**config.mk**
```make
export PLATFORM = sky130hd
export DESIGN_NAME = clk_div_bank
export DESIGN_NICKNAME = d
export VERILOG_FILES = /design/src/rtl/clk_div_bank.sv
export SDC_FILE = /design/constraint.sdc
export NUM_CORES = 1
export LEC_CHECK = 0
export ABC_AREA = 1
export BUFFER_PORTS_ARGS = -buffer_cell sky130_fd_sc_hd__buf_4
export CORE_MARGIN = 5
export CORE_UTILIZATION = 50
export DETAILED_ROUTE_END_ITERATION = 16
export PLACE_DENSITY_LB_ADDON = 0.2
export SKIP_LAST_GASP = 1
export SLEW_MARGIN = 15
export SYNTH_ARGS = -nofsm -noshare
export SYNTH_HDL_FRONTEND = slang
export SYNTH_SLANG_ARGS = --single-unit
```
**constraint.sdc**
```tcl
create_clock -name CCLK -period 3.15 [get_ports CCLK]
set_input_delay 0.315 -clock CCLK [delete_from_list [all_inputs] [get_ports CCLK]]
set_output_delay 0.315 -clock CCLK [all_outputs]
set_load 0.05 [all_outputs]
```
**src/rtl/clk_div_bank.sv**
```systemverilog
// Bank of independent programmable clock dividers with tick strobes and 50% duty divided clocks.
// New divisors sit in a shadow register and are only adopted at wrap, disable or sync, so reprogramming never glitches.
module clk_div_bank #(
    parameter int             NCH     = 4,
    parameter int             W       = 32,
    parameter logic [W-1:0]   DEF_DIV = 32'd49_999_999,
    localparam int            CHW     = (NCH > 1) ? $clog2(NCH) : 1
) (
    input  logic             CCLK,
    input  logic             rst_n,
    input  logic [NCH-1:0]   en,
    input  logic             sync,
    input  logic             wr_en,
    input  logic [CHW-1:0]   wr_ch,
    input  logic [W-1:0]     wr_div,
    output logic [NCH-1:0]   clk_out,
    output logic [NCH-1:0]   tick
);

    genvar gi;
    generate
        for (gi = 0; gi < NCH; gi++) begin : g_ch
            logic [W-1:0] cnt_reg;
            logic [W-1:0] active_reg;
            logic [W-1:0] shadow_reg;
            logic         clk_reg;
            logic         tick_reg;
            logic         wr_hit;

            // Out-of-range channel indices never match any generated channel.
            assign wr_hit = wr_en && (wr_ch == CHW'(gi));

            always_ff @(posedge CCLK or negedge rst_n) begin
                if (!rst_n) begin
                    cnt_reg    <= '0;
                    active_reg <= DEF_DIV;
                    shadow_reg <= DEF_DIV;
                    clk_reg    <= 1'b0;
                    tick_reg   <= 1'b0;
                end else begin
                    if (wr_hit)
                        shadow_reg <= wr_div;
                    // Every reload uses the pre-edge shadow, so a write on a wrap edge waits one period.
                    if (sync || !en[gi]) begin
                        cnt_reg    <= '0;
                        clk_reg    <= 1'b0;
                        tick_reg   <= 1'b0;
                        active_reg <= shadow_reg;
                    end else if (cnt_reg == active_reg) begin
                        cnt_reg    <= '0;
                        clk_reg    <= ~clk_reg;
                        tick_reg   <= 1'b1;
                        active_reg <= shadow_reg;
                    end else begin
                        cnt_reg    <= cnt_reg + 1'b1;
                        tick_reg   <= 1'b0;
                    end
                end
            end

            assign clk_out[gi] = clk_reg;
            assign tick[gi]    = tick_reg;
        end
    endgenerate

endmodule

```
==> results of run 1 <==
==> stage by stage <==
stage / util / hold WS, ns / cells / cell area, um^2 / setup slack (ns)
after floorplan: - / 0.0194 / 2348 / 19000 / 1.57
after global placement: 0.528 / 0.396 / 2846 / 19800 / 0.951
after detailed placement: 0.528 / 0.392 / 2846 / 19800 / 0.908
after CTS: 0.566 / 0.152 / 2924 / 21300 / 0.906
after global routing: 0.566 / 0.169 / 2924 / 21300 / 0.727
final: 0.566 / 0.176 / 2924 / 21300 / 0.938
==> routing by layer <==
metal | wire length, um | global-route usage | part of all wire
met2 | 21800 | 0.374 | 0.46
met1 | 21600 | 0.328 | 0.46
met4 | 947 | 0.0548 | 0.020
met5 | 0 | 0 | 0
met3 | 2640 | 0.0378 | 0.056
==> final timing paths <==
path | from | to | slack [ns] | cells past startpoint
setup / recovery | g_ch[3].active_reg[17] | g_ch[3].active_reg[29] | 0.94 | 11
min in group asynchronous | rst_n | g_ch[0].clk_reg | 0.42 | 2
hold / removal | wr_div[25] | g_ch[3].shadow_reg[25] | 0.18 | 3
hold reg to reg | g_ch[2].shadow_reg[6] | g_ch[2].active_reg[6] | 0.46 | 2
max in group asynchronous | rst_n | g_ch[0].active_reg[25] | 1.73 | 3
setup reg to reg | g_ch[3].active_reg[17] | g_ch[3].active_reg[29] | 0.94 | 11
==> logic make-up (layout without fill, tap and decap cells) <==
| kind of cell | Yosys count | in the layout | share of synthesized area |
|---|---|---|---|
| buf+inv | 274 | 339 | 0.0603 |
| flops | 392 | 392 | 0.526 |
| fa+ha+maj | 4 | 4 | 0.00263 |
| xor+xnor | 183 | 183 | 0.0843 |
| compound gates | 131 | 131 | 0.0346 |
| simple gates | 1364 | 1364 | 0.292 |
==> synth_stat cells, types with 4 or more instances <==
library cell / instances / area, um^2
nand2_1: 798 / 3000
nor2_1: 273 / 1020
dfrtp_1: 248 / 6210
nand3_1: 198 / 991
inv_1: 180 / 676
dfstp_2: 144 / 3780
o21ai_0: 130 / 651
xnor2_1: 107 / 937
xor2_1: 76 / 666
nor3_1: 57 / 285
clkbuf_1: 45 / 169
buf_2: 22 / 110
nand4_1: 19 / 119
buf_4: 14 / 105
buf_6: 5 / 56.3
nand3b_1: 5 / 37.5
clkinv_1: 4 / 15.0
ha_1: 4 / 50.1
inv_2: 4 / 15.0
==> worst register-to-register path, stage by stage, from the launching register on <==
cell and delay, ns:
dfstp_2 0.57, nand2_1 0.06, nand2_1 0.06, nand2_1 0.05
nor2_1 0.13, nand2_1 0.08, nor2_1 0.19, nand2_1 0.11
nand2_2 0.43, buf_4 0.32, nand2_1 0.08, nand2_1 0.06
==> cell type report <==
cell class	count	area, um^2
repair buffers	74	628
inverters	188	706
well taps	511	639
fillers	3454	16300
clock buffers	69	1310
clock inverters	8	100
multi-input cells	1682	7900
flip-flops and latches	392	9990
==> power groups by stage <==
stage               sequential (W)  combinational, W  clock (W)
finish                     0.00621           0.00129    0.00501
global route               0.00628           0.00150    0.00534
CTS                        0.00620           0.00131    0.00511
detailed placement         0.00628           0.00130          0
global placement           0.00627           0.00126          0
floorplan                  0.00615          0.000924          0
==> layout by cell type (no fill, tap or decap) <==
cell           Yosys  routed
buf_12             0       5
clkinv_4           0       2
clkbuf_8           0       9
xnor2_1          107     107
nand3b_1           5       5
nand2_2            2       4
ha_1               4       4
dlygate4sd3_1      0       1
or2_2              3       3
nand3_1          198     194
inv_2              4       4
xor2_1            76      76
buf_4             14      67
bufinv_16          0       2
dfrtp_1          248     248
nor2_2             3       3
nand2_1          798     796
nor3_1            57      57
clkbuf_1          45      15
clkbuf_16          0      45
o21bai_1           1       1
nor4_1             1       1
dfstp_2          144     144
inv_1            180     180
clkinv_2           0       3
nor2_1           273     273
buf_8              0       1
clkinvlp_4         0       1
clkinv_1           4       4
nand3_2            3       7
o21ai_0          130     130
nand4_1           19      19
nor3_2             2       2
==> timing repair <==
item | 4_1_cts | 5_1_grt
buffers inserted | 0 | 0
hold endpoints to repair | 62 | 0
hold buffers | 1 | 0
==> run summary, run 1 <==
syn_nets: 2394
Core Area: 0.0376 mm^2
WL per Instance: 16.0 um
slowest CP cell: dfstp_2
Core Rows: 71
antenna-violating nets left: 0
Worst path max stage delay: 0.57 ns
Int Pwr: 0.00933 W
critical-path maximum fanout: 30
most frequent CP cell: nand2_1
Clk Latency, worst-skew pair: 0.54 ns
final critical path time including I/O delays and setup: 2.21 ns
CP Capture Type: register
Least-Margin Pin Slew: 0.979 ns
Routed Wire Length: 46900 um
critical path launch point type: register
largest net degree at the start of global routing: 87
final net count: 2426
GRT Overall Usage: 0.231
Area growth, synth to finish: 11.9%
maxcap violations: 0
DRT Pass-1 Iters: 6
combinational power share: 0.103
Hold Path Class: input port to register
Yosys reg bits: 392
CTS Buffer Depth: 3
register area share after synthesis: 0.526
number of buffers added on ports: 49
Arrival @ worst endpoint: 2.69 ns
H-tree depth: 2
Async S/R FF share, synth: 1.00
cell count after synthesis: 2348
Remaining DRCs: 0
Final Hold Viols: 0
clock transition at the registers of the reported paths: 0.06 ns
via count: 14897
Pwr Density: 588 mW/mm^2
number of global-route vias before repair: 14744
relative slew slack: 0.347
CTS Buf Count: 42
TritonCTS clock tree: done
Post-Syn Area: 0.0190 mm^2
Die H: 205 um
first-pass GRT wire length: 78100 um
HPWL after DPL: 32400 um
Die Outline Area: 0.0420 mm^2
number of antenna violations at the first check in global routing: 1
Setup TNS: 0 ns
RD Place Congestion: 0.914
layout cell share with drive strength beyond 1: 0.125
Static Leak: 9.43 nW
root buffer cell: clkbuf_16
synth unique cells: 26
fmax: 0.452 GHz
gr ovfl total: 0
skew final: 0.0103 ns
unrepaired setup endpoints after global routing: false
clock share of power: 0.401
Bufs and invs on worst path: 1
Resized Gates After CTS: 0
Avg Synthesized Cell Area: 8.09 um^2
clk sinks: 392
Sequential Power Share: 0.497
worst path cell trace: nand2_1, nand2_1, nand2_1, nor2_1, nand2_1, nor2_1, nand2_1, nand2_2, buf_4, nand2_1, nand2_1
DR iter-0 viols: 979
Setup-failing EPs final: 0
Starting Density: 0.506
Ports: 50
Total Power: 0.0125 W
Setup CP Type: register to register
WP data required: 3.63 ns
outcome: completed
Peak VDD IR: 404 uV
Switch Pwr: 0.00316 W
Warnings, synthesis: 0
drt via density: 5.09
Net Sw Frac: 0.253
Largest delay share family, worst path: simple AND/OR/NAND/NOR gates
top_reg_cell synth: dfrtp_1
Final Max Tran Viols: 0
# diodes: 0
die width: 205 um
EDFF count, synth: 0
final period utilization: 0.702
Power figures use the tool's default switching activity.
==> run 2: changes to the inputs <==
ABC_AREA = 0   (was 1)
clock period = 2.25 ns   (was 3.15 ns; I/O delays follow)
==> run 2 against run 1 <==
Net effect:
- first-iteration DRC count down 52%
- synthesized cell count down 41%
- combinational power up 57%
- clock skew up 0.00076 ns
- setup slack worse by 0.91 ns
- non-clock buffer count up 68
- largest power group unchanged
- register-to-register slack worse by 0.91 ns
- final area down 2.8%
- critical path depth down 5
- clock power up 34%
==> run summary, run 2 <==
Setup CP Type: register to register
commonest non-fill, non-tap cell in the layout: dfrtp_1
hold path depth: 2 (-1)
Static Leak: 8.97 nW (-5.0%)
Yosys reg bits: 392 (unchanged)
FF-to-FF Start: g_ch[2].cnt_reg[2]
simple-gate share of the synthesized area: 0.116 (-0.176)
TritonCTS clock tree: done
WP data required: 2.67 ns (-0.96 ns)
Least-Margin Pin Slew: 0.612 ns (-0.367 ns)
Final Max Tran Viols: 0 (unchanged)
number of global-route vias before repair: 11232 (-24%)
critical-path maximum fanout: 16 (-47%)
number of buffers added on ports: 49 (unchanged)
Core Rows: 69 (-2.8%)
Peak VDD IR: 802 uV (+98%)
GRT Overall Usage: 0.210 (-0.0206)
Post-Syn Area: 0.0177 mm^2 (-6.8%)
Post-synth top cells: dfrtp_1 (248), mux2_2 (206), xor2_1 (203)
Hold Path Class: input port to register
Crit. Startpoint: g_ch[2].cnt_reg[2]
Clk Latency, worst-skew pair: 0.54 ns (about the same)
Filler Cell Count: 2869 (-17%)
most frequent cell after synthesis: dfrtp_1
Compound-Gate Fraction of Synth Area: 0.0135 (-0.0211)
final net count: 1549 (-36%)
root buffer cell: clkbuf_16
Synth top area share: 0.350 (+0.0238)
wl on met1: 18700 um (-13%)
WL per Instance: 20.4 um (+27%)
Remaining DRCs: 0 (unchanged)
post-synthesis xor/xnor area fraction: 0.115 (+0.0304)
layout cell share with drive strength beyond 1: 0.372 (+0.246)
HPWL after DPL: 27700 um (-15%)
relative slew slack: 0.592 (+0.245)
Avg Synthesized Cell Area: 12.9 um^2 (+59%)
Critical Path Sink: g_ch[2].active_reg[27]
top_reg_cell synth: dfrtp_1
Synth area leaders: dfrtp_1 (35%), dfstp_2 (21%), mux2_2 (13%)
outcome: completed
largest area contributor in the netlist: dfrtp_1
Setup TNS: 0 ns (unchanged)
FF-to-FF path depth: 6 (-5)
Routed Wire Length: 40800 um (-13%)
fmax: 0.451 GHz (-0.32%)
die width: 198 um (-3.3%)
final period utilization: 0.986 (+0.284)
Ports: 50 (unchanged)
main combinational cell family by area after synthesis: multiplexers
clock transition at the registers of the reported paths: 0.06 ns (about the same)
RD Place Congestion: 0.850 (-7.0%)
cell count after synthesis: 1376 (-41%)
adder-cell share of the synthesized area: 0.00282 (+0.000192)
Final Hold Viols: 0 (unchanged)
mux share of post-synthesis cell area: 0.163 (+0.163)
top routing layer used: met4
Arrival @ worst endpoint: 2.64 ns (-0.05 ns)
most frequent cells in the layout: dfrtp_1 (247), mux2_2 (206), xor2_1 (203)
final critical path time including I/O delays and setup: 2.22 ns (+0.00717 ns)
Finished Cell Area: 0.0207 mm^2 (-2.8%)
number of antenna violations at the first check in global routing: 7 (+6)
Die H: 198 um (-3.3%)
Setup-failing EPs final: 0 (unchanged)
gr ovfl total: 0 (unchanged)
DR iter-0 viols: 468 (-52%)
met3 WL: 1800 um (-32%)
H-tree depth: 2 (unchanged)
DRT Pass-1 Iters: 5 (-1)
antenna-violating nets left: 0 (unchanged)
unrepaired setup endpoints after global routing: true
Area growth, synth to finish: 16.7%
Pwr Density: 860 mW/mm^2 (+46%)
Die Outline Area: 0.0393 mm^2 (-6.5%)
skew final: 0.0111 ns (+0.000756 ns)
metal2 WL: 19400 um (-11%)
CTS Buf Count: 42 (unchanged)
first-pass GRT wire length: 64000 um (-18%)
placed cell area: 0.0190 mm^2 (-4.4%)
Async S/R FF share, synth: 1.00 (unchanged)
maxcap violations: 0 (unchanged)
Core Area: 0.0353 mm^2 (-6.0%)
register area share after synthesis: 0.564 (+0.0382)
syn_nets: 1422 (-41%)
via count: 10759 (-28%)
CTS Buffer Depth: 3 (unchanged)
drt via density: 5.38 (+5.6%)
R2R setup slack: 0.03 ns (-0.91 ns)
largest net degree at the start of global routing: 70 (-20%)
CP Capture Type: register
critical path launch point type: register
RR Endpoint: g_ch[2].active_reg[27]
EDFF count, synth: 0 (unchanged)
clk sinks: 392 (unchanged)
synth unique cells: 45 (+73%)
Starting Density: 0.502 (-0.00402)
Warnings, synthesis: 0 (unchanged)
## run 2: cell count changes in the layout (fill, tap and decap cells not counted), sizes merged, moves of 42 or more
cell	before	now
buf	73	125
inv	184	10
mux2	0	256
nand2	800	35
nand3	201	51
nor2	276	126
nor3	59	17
o21ai	130	18
xnor2	107	29
xor2	76	203
## run 2: layer usage
layer / track usage / up-vias
li1: - / 5032
met3: 0.0288 / 56
met4: 0.0490 / 0
met1: 0.305 / 5474
met5: 0 / -
met2: 0.340 / 197
## run 2: worst min path at each step
stage | endpoint | startpoint
after CTS | g_ch[0].shadow_reg[26] | wr_div[26]
final | g_ch[2].shadow_reg[16] | wr_div[16]
after global placement | g_ch[2].shadow_reg[28] | rst_n
after global routing | g_ch[1].shadow_reg[26] | wr_div[26]
after detailed placement | g_ch[2].shadow_reg[28] | rst_n
after floorplan | g_ch[0].active_reg[10] | rst_n
## run 2: layout make-up
cell class              instances  area [um^2]  area share
flip-flops and latches        392         9990       0.483
multi-input cells             915         7380       0.357
repair buffers                142         1340      0.0650
clock buffers                  73         1280      0.0620
well taps                     461          577      0.0279
clock inverters                 5         52.6     0.00254
inverters                      10         37.5     0.00182
diodes                          2         5.00    0.000242
## run 2: what timing repair did
action	CTS	global route
resized for setup	2	11
pin swaps	0	12
cloned	0	4
endpoints found under the setup margin	56	151
endpoints found under the hold margin	71	0
hold buffers	13	0
buffers inserted	0	6
## run 2: critical path, cell delays in order, from the launching register on
cell and delay [ns]:
dfrtp_2 0.44, xor2_1 0.18, nor4_2 0.40, nand4_1 0.24
o21bai_4 0.28, buf_12 0.20, mux2_1 0.34
## run 2: logic make-up after synthesis
family          after synthesis
xor+xnor                    232
simple gates                379
fa+ha+maj                     4
flops                       392
compound gates               44
buf+inv                      69
mux                         256
## run 2: where the power goes
part	internal, W	switching (W)
clock network	0.00397	0.00272
registers	0.00841	0.000656
logic	0.00109	0.000930
## run 2: stage by stage
stage	cells	hold WS [ns]	power, W	worst slack [ns]	util
global placement	1897	0.246	0.0111	-0.0889	0.538
finish	2000	0.0232	0.0178	0.0304	0.585
CTS	1988	0.000295	0.0179	0.00235	0.579
floorplan	1376	-0.0706	0.0102	0.313	-
detailed placement	1897	0.252	0.0111	-0.146	0.538
global route	1998	0.00452	0.0186	-0.0408	0.585
==> run 3: changes to the inputs <==
CELL_PAD_IN_SITES_DETAIL_PLACEMENT = 0   (was unset)
CELL_PAD_IN_SITES_GLOBAL_PLACEMENT = 1   (was unset)
==> run 3 against run 2 <==
Net effect:
- routed wire length grew 2.8%
- sequential share of layout area shrank 0.95 points
- final cell count grew 0.90%
==> run summary, run 3 (synthesis results as in run 2) <==
outcome: completed
Hold Path Class: input port to register
Core Rows: 69 (unchanged)
CTS Buf Count: 43 (+2.4%)
CP Capture Type: register
H-tree depth: 2 (unchanged)
Setup TNS: 0 ns (unchanged)
Bufs and invs on worst path: 2 (+1)
Arrival @ worst endpoint: 2.66 ns (+0.02 ns)
Clk Latency, worst-skew pair: 0.54 ns (about the same)
Remaining DRCs: 0 (unchanged)
number of global-route vias before repair: 11505 (+2.4%)
Ports: 50 (unchanged)
largest net degree at the start of global routing: 66 (-5.7%)
R2R setup slack: 0.04 ns (about the same)
Switch Pwr: 0.00441 W (+2.4%)
GRT Overall Usage: 0.215 (+0.00471)
Largest delay share family, worst path: simple AND/OR/NAND/NOR gates
WP data required: 2.71 ns (+0.04 ns)
root buffer cell: clkbuf_16
Setup-failing EPs final: 0 (unchanged)
Total Power: 0.0186 W (+4.6%)
clock transition at the registers of the reported paths: 0.06 ns (about the same)
CTS Buffer Depth: 3 (unchanged)
Worst path max stage delay: 0.56 ns (+0.12 ns)
DRT Pass-1 Iters: 5 (unchanged)
Sequential Power Share: 0.488 (-0.022)
maxcap violations: 0 (unchanged)
Setup WS post-layout: 0.0449 ns (+0.0146 ns)
critical-path maximum fanout: 8 (-8)
commonest non-fill, non-tap cell in the layout: dfrtp_1
number of buffers added on ports: 49 (unchanged)
gr ovfl total: 0 (unchanged)
skew final: 0.0145 ns (+0.00335 ns)
fmax: 0.454 GHz (+0.66%)
layout cell share with drive strength beyond 1: 0.395 (+0.0234)
critical path launch point type: register
HPWL after DPL: 28300 um (+2.3%)
slowest CP cell: dfstp_2
die width: 198 um (unchanged)
RD Place Congestion: 0.798 (-6.1%)
dpl ws: -0.0892 ns (+0.0565 ns)
Final Hold Viols: 0 (unchanged)
Static Leak: 9.23 nW (+3.0%)
Routed Wire Length: 41900 um (+2.8%)
worst path cell trace: xor2_2, nor4_2, nand4_1, o21bai_4, buf_12, clkbuf_16, mux2_2
DR iter-0 viols: 539 (+15%)
unrepaired setup endpoints after global routing: true
TritonCTS clock tree: done
number of antenna violations at the first check in global routing: 9 (+2)
clk sinks: 392 (unchanged)
Int Pwr: 0.0142 W (+5.3%)
combinational power share: 0.114 (about the same)
Die Outline Area: 0.0393 mm^2 (unchanged)
Filler Cell Count: 2858 (-0.38%)
WL per Instance: 20.8 um (+1.9%)
Die H: 198 um (unchanged)
Pwr Density: 881 mW/mm^2 (+2.4%)
Peak VDD IR: 614 uV (-23%)
antenna-violating nets left: 0 (unchanged)
Starting Density: 0.502 (unchanged)
final critical path time including I/O delays and setup: 2.21 ns (-0.0146 ns)
final period utilization: 0.980 (-0.00647)
Setup CP Type: register to register
clock share of power: 0.399 (+0.023)
drt via density: 5.41 (+0.59%)
relative slew slack: 0.618 (+0.0255)
via count: 10920 (+1.5%)
Area growth, synth to finish: 19.1%
Final Max Tran Viols: 0 (unchanged)
Least-Margin Pin Slew: 0.574 ns (-0.0383 ns)
most frequent cells in the layout: dfrtp_1 (243), mux2_2 (204), xor2_1 (202)
Core Area: 0.0353 mm^2 (unchanged)
Net Sw Frac: 0.237 (-0.00499)
first-pass GRT wire length: 65700 um (+2.5%)
final net count: 1567 (+1.2%)
==> run 3: cell count changes in the layout (fill, tap and decap cells not counted), sizes merged <==
| cell | change |
|---|---|
| clkinv | +4 |
| buf | +8 |
| dlygate4sd3 | +8 |
| clkbuf | -8 |
| bufinv | +4 |
| clkinvlp | +2 |
==> run 3: final cells by class <==
| cell class | count | area, um^2 | area share |
|---|---|---|---|
| sequential | 392 | 10000 | 0.474 |
| multi-input combinational | 915 | 7450 | 0.353 |
| timing repair buffer | 159 | 1520 | 0.0720 |
| clock buffer | 64 | 1310 | 0.0620 |
| tap | 461 | 577 | 0.0273 |
| clock inverter | 15 | 208 | 0.00985 |
| inverter | 10 | 37.5 | 0.00178 |
| antenna | 2 | 5.00 | 0.000237 |
==> run 3: worst reg2reg max path, cell delays in order, from the launching register on <==
cell and delay, ns:
dfstp_2 0.56, xor2_2 0.09, nor4_2 0.30, nand4_1 0.27, o21bai_4 0.27, buf_12 0.14
clkbuf_16 0.16, mux2_2 0.34
==> run 3: worst paths after layout <==
kind / depth (start not counted) / start / endpoint
max: 7 / g_ch[2].active_reg[5] / g_ch[2].active_reg[3]
min: 2 / wr_div[18] / g_ch[2].shadow_reg[18]
max reg2reg: 7 / g_ch[2].active_reg[5] / g_ch[2].active_reg[3]
min reg2reg: 1 / g_ch[3].shadow_reg[7] / g_ch[3].active_reg[7]
max in group asynchronous: 3 / rst_n / g_ch[1].shadow_reg[3]
min in group asynchronous: 2 / rst_n / g_ch[2].cnt_reg[27]
==> run 3: power groups by stage <==
stage / clock network (W) / logic, W / registers [W]
finish: 0.00741 / 0.00211 / 0.00907
detailed placement: 0 / 0.00194 / 0.00918
CTS: 0.00761 / 0.00199 / 0.00907
global route: 0.00788 / 0.00230 / 0.00918
global placement: 0 / 0.00188 / 0.00915
floorplan: 0 / 0.00135 / 0.00890
==> run 3: stage by stage <==
step	hold WS (ns)	area, um^2	util	instances
final	0.0260	21100	0.597	2018
after CTS	0.00152	20700	0.587	2000
after global routing	0.00655	21100	0.597	2016
after floorplan	-0.0706	17700	-	1376
after global placement	0.234	19000	0.538	1900
after detailed placement	0.238	19000	0.538	1900
==> run 3: metal layers <==
metal / global-route usage / routed length, um / up-vias
met5: 0 / 0 / -
met4: 0.0377 / 606 / 0
met3: 0.0327 / 1790 / 46
met2: 0.349 / 20000 / 177
met1: 0.313 / 19500 / 5627
li1: - / - / 5070
==> run 3: repair_timing <==
item | CTS | global route
buffers inserted | 0 | 10
hold buffers | 21 | 0
cloned | 0 | 6
resized for setup | 2 | 34
endpoints found under the hold margin | 94 | 0
pin swaps | 0 | 18
endpoints found under the setup margin | 63 | 161
